--- config.mk ---
export PLATFORM = sky130hd
export DESIGN_NAME = tdm_demux
export DESIGN_NICKNAME = d
export VERILOG_FILES = /design/src/rtl/tdm_demux.sv
export SDC_FILE = /design/constraint.sdc
export NUM_CORES = 1
export LEC_CHECK = 0
export ABC_AREA = 1
export BUFFER_PORTS_ARGS = -buffer_cell sky130_fd_sc_hd__buf_2
export CAP_MARGIN = 20
export CORE_MARGIN = 4
export CORE_UTILIZATION = 35
export DETAILED_ROUTE_END_ITERATION = 12
export MAX_ROUTING_LAYER = met4
export REMOVE_ABC_BUFFERS = 1
export SYNTH_ARGS = -nofsm -noshare
export SYNTH_HDL_FRONTEND = slang
export SYNTH_SLANG_ARGS = --single-unit
--- constraint.sdc ---
create_clock -name clk -period 1.95 [get_ports clk]
set_input_delay 0.0975 -clock clk [delete_from_list [all_inputs] [get_ports clk]]
set_output_delay 0.0975 -clock clk [all_outputs]
set_load 0.005 [all_outputs]
--- src/rtl/tdm_demux.sv ---
// Serial TDM receiver: hunts for frame sync, deserialises MSB-first words and tags each with its slot index.
// Word appears on dout/ch with a one-cycle valid pulse, one cycle after its last bit is sampled; no backpressure, en gates sampling.
module tdm_demux #(
  parameter int WIDTH = 4,
  parameter int CH_W  = 1
) (
  input  logic             clk,
  input  logic             rst_n,
  input  logic             en,
  input  logic             din,
  input  logic             sync,
  output logic [WIDTH-1:0] dout,
  output logic [CH_W-1:0]  ch,
  output logic             valid,
  output logic             locked,
  output logic             err
);

  localparam int CNT_W = (WIDTH > 1) ? $clog2(WIDTH) : 1;
  localparam logic [CNT_W-1:0] LAST_BIT = CNT_W'(WIDTH - 1);

  typedef enum logic {HUNT, RECV} state_t;

  state_t           state_q, state_d;
  logic [WIDTH-1:0] shift_q, shift_d;
  logic [CNT_W-1:0] cnt_q, cnt_d;
  logic [CH_W-1:0]  slot_q, slot_d;
  logic [WIDTH-1:0] dout_q, dout_d;
  logic [CH_W-1:0]  ch_q, ch_d;
  logic             valid_q, valid_d;
  logic             err_q, err_d;

  logic             frame_start;
  logic             accept;
  logic             restart;
  logic [WIDTH-1:0] base_shift;
  logic [CNT_W-1:0] base_cnt;
  logic [CH_W-1:0]  base_slot;
  logic [WIDTH-1:0] word;

  always_comb begin
    state_d     = state_q;
    shift_d     = shift_q;
    cnt_d       = cnt_q;
    slot_d      = slot_q;
    dout_d      = dout_q;
    ch_d        = ch_q;
    valid_d     = 1'b0;
    err_d       = 1'b0;
    accept      = 1'b0;
    restart     = 1'b0;
    frame_start = (cnt_q == '0) && (slot_q == '0);

    if (en) begin
      if (state_q == HUNT) begin
        if (sync) begin
          accept  = 1'b1;
          restart = 1'b1;
          state_d = RECV;
        end
      end else begin
        if (frame_start && !sync) begin
          err_d   = 1'b1;
          state_d = HUNT;
        end else if (sync && !frame_start) begin
          // Misplaced marker: drop the partial word and re-align on this bit.
          err_d   = 1'b1;
          accept  = 1'b1;
          restart = 1'b1;
        end else begin
          accept = 1'b1;
        end
      end
    end

    base_shift = restart ? '0 : shift_q;
    base_cnt   = restart ? '0 : cnt_q;
    base_slot  = restart ? '0 : slot_q;
    word       = (base_shift << 1) | WIDTH'(din);

    if (accept) begin
      if (base_cnt == LAST_BIT) begin
        dout_d  = word;
        ch_d    = base_slot;
        valid_d = !err_d;
        shift_d = '0;
        cnt_d   = '0;
        slot_d  = base_slot + CH_W'(1);
      end else begin
        shift_d = word;
        cnt_d   = base_cnt + CNT_W'(1);
        slot_d  = base_slot;
      end
    end
  end

  always_ff @(posedge clk or negedge rst_n) begin
    if (!rst_n) begin
      state_q <= HUNT;
      shift_q <= '0;
      cnt_q   <= '0;
      slot_q  <= '0;
      dout_q  <= '0;
      ch_q    <= '0;
      valid_q <= 1'b0;
      err_q   <= 1'b0;
    end else begin
      state_q <= state_d;
      shift_q <= shift_d;
      cnt_q   <= cnt_d;
      slot_q  <= slot_d;
      dout_q  <= dout_d;
      ch_q    <= ch_d;
      valid_q <= valid_d;
      err_q   <= err_d;
    end
  end

  assign dout   = dout_q;
  assign ch     = ch_q;
  assign valid  = valid_q;
  assign err    = err_q;
  assign locked = (state_q == RECV);

endmodule

==> reports/results.ini <==
[status]
outcome = complete, no violations

[finish]
drive_above_1_share = 0.454
syn_to_final_growth_pct = 31.0
nets = 107
antenna_cells = 0

[setup_path]
reg2reg_depth = 14
endpoint_kind = flop
crit_path_max_fanout = 5
rrSetupSlack_ns = 0.13
path_class = flop to flop
critPathArrivalTime_ns = 2.03
worstReg2RegEnd = slot_q
timing.rr.start = cnt_q[1]
startpoint_type = flop
crit_required_ns = 2.17

[grt]
grt_max_degree = 15
antenna_found_initial = 0
grt_pass1_wl_mm = 2.28
grt_remaining_overflow = 0
grt_use_total = 0.122
grt_pass1_vias = 530

[yosys]
ys_seq_area_frac = 0.523
synth.area.top_cells = dfrtp_1, nand2_1, ha_1
synthTopCellsByCount = nand2_1, dfrtp_1, inv_1
syn_area_per_cell_um2 = 8.81
syn_area_um2 = 669
synth-main-ff-cell = dfrtp_1
synthArstFlopShare = 1.00
yosysTopAreaCellShare = 0.523
ys_types = 16
synth-seq-cells = 14
synth.most_common_cell = nand2_1
postSynthCellCount = 76
synth_edf_count = 0
synth_top_area_cell = dfrtp_1
ys_warn_count = 0

[detailed_routing]
vias_per_cell = 4.46
maxUsedRoutingLayer = met4
drc = 0
wirelength_mm = 1.28
drtAntennaViolNets = 0
drt-initial-drc-count = 10
wl_per_cell_um = 10.5
drt_first_pass_iters = 4
wl_met2_um = 600
route.met3.wl_um = 90
num_vias = 544
wl_met1_um = 570

[die]
core_um2 = 1760
placementRows = 15
die_width_um = 51.7
die_area_um2 = 2680
die_height_um = 51.7
pin_count = 13
initial_core_util = 0.379

[cts]
cts-buffers-inserted = 3
root_buffer = clkbuf_4
clk_latency_ns = 0.27
clockBufferDepth = 2
cts.sinks = 14
path_clk_slew_ns = 0.07
cts_tree = built
htreeDepth = 1

[timing]
worstMarginPinSlew_ns = 0.312
hold_slack_ns = 0.0359
setup_viol = 0
fin_crit_sh = 0.931
hold_violations = 0
fmax_ghz = 0.551
rsz0062_at_grt = yes
drv_slew = 0
final.setup.tns_ns = 0
slew_headroom = 0.792
skew_ns = 0.00464
min_period_ns = 1.82

[hold_path]
hp-start = din
whs_endpoint = dout[0]
hold_class = input pin to flop
hold_path_depth = 3

[placed_design]
place.gp.congestion = 0.719
port_buffers = 12
hpwl_um = 958

[power_and_ir_drop]
power.leakage_nw = 0.476
powerDensity_nw_per_um2 = 1210
vdd_drop_max_uv = 615
fin_total_pwr_w = 0.00106

[job]
maxCapViolCount = 0

-- repair_timing --
item / CTS / global route
buffers inserted: 0 / 2
hold buffers: 1 / 0
endpoints found under the hold margin: 14 / 0
gates resized for setup: 0 / 19
endpoints found under the setup margin: 0 / 11
-- logic make-up after synthesis --
logic type | count (synthesis) | synth area share
AND/OR/NAND/NOR | 37 | 0.247
buffers and inverters | 12 | 0.0785
flip-flops | 14 | 0.523
adder cells (fa/ha/maj) | 3 | 0.0561
AO/OA/AOI/OAI | 10 | 0.0953
-- critical path: stages, from the launching register on --
cell     delay [ns]
dfrtp_1        0.40
nor3_2         0.21
inv_1          0.07
ha_2           0.17
inv_2          0.05
nand2_2        0.05
nand2_2        0.08
inv_2          0.05
nor2_2         0.10
ha_2           0.21
nand3_4        0.09
buf_6          0.14
nand3_2        0.06
nand2_2        0.06
inv_2          0.04
-- power by group --
part	switching [W]	internal, W	leakage, nW	total (W)
sequential	0.0000664	0.000392	0.181	0.000458
clock	0.0000839	0.0000715	0.0138	0.000155
combinational	0.000245	0.000206	0.281	0.000450
-- layout make-up --
class | instances | area, um^2
clock buffers | 3 | 22.5
repair buffers | 19 | 123
multi-input cells | 50 | 309
fillers | 179 | 887
flip-flops and latches | 14 | 350
well taps | 25 | 31.3
inverters | 11 | 41.3
-- layout by cell type, fill, tap and decap left out --
master	count
dlygate4sd3_1	1
o21ai_1	2
nor2_1	2
buf_4	4
o21ai_0	4
nand3_4	1
nand2_2	6
buf_6	2
ha_1	1
nand2_4	2
nand3_2	1
nor2_2	2
nor3_2	1
o21ai_2	3
nand3_1	2
inv_2	5
dfrtp_1	14
ha_2	2
nand2_1	20
clkbuf_4	3
buf_2	12
a21boi_0	1
inv_1	6
-- through the flow --
stage,area [um^2],cells,utilization,setup WS [ns]
2_1_floorplan,658,75,-,-0.0217
3_5_place_dp,779,116,0.442,0.0208
4_1_cts,812,120,0.460,0.00313
3_3_place_gp,779,116,0.442,0.0618
6_report,877,122,0.497,0.135
5_1_grt,877,122,0.497,-0.0665
-- worst max path at each step --
stage | start | end | slack, ns
after floorplan | slot_q | slot_q | -0.02
after global placement | slot_q | dout[1] | 0.06
after detailed placement | slot_q | slot_q | 0.02
after CTS | slot_q | slot_q | 0.003
after global routing | cnt_q[1] | slot_q | -0.07
final | cnt_q[1] | slot_q | 0.13
-- sequential cells by signal (all words and copies together), names as in the netlist --
name	cells
cnt_q	2
shift_q	3
err	1
locked	1
ch	1
valid	1
dout	4
slot_q	1
-- metal layers --
metal,global-route usage,vias to the layer above
li1,-,281
met1,0.145,244
met2,0.180,17
met3,0.0516,2
met4,0.0524,0
met5,-,-
(Power assumes the default switching activity.)
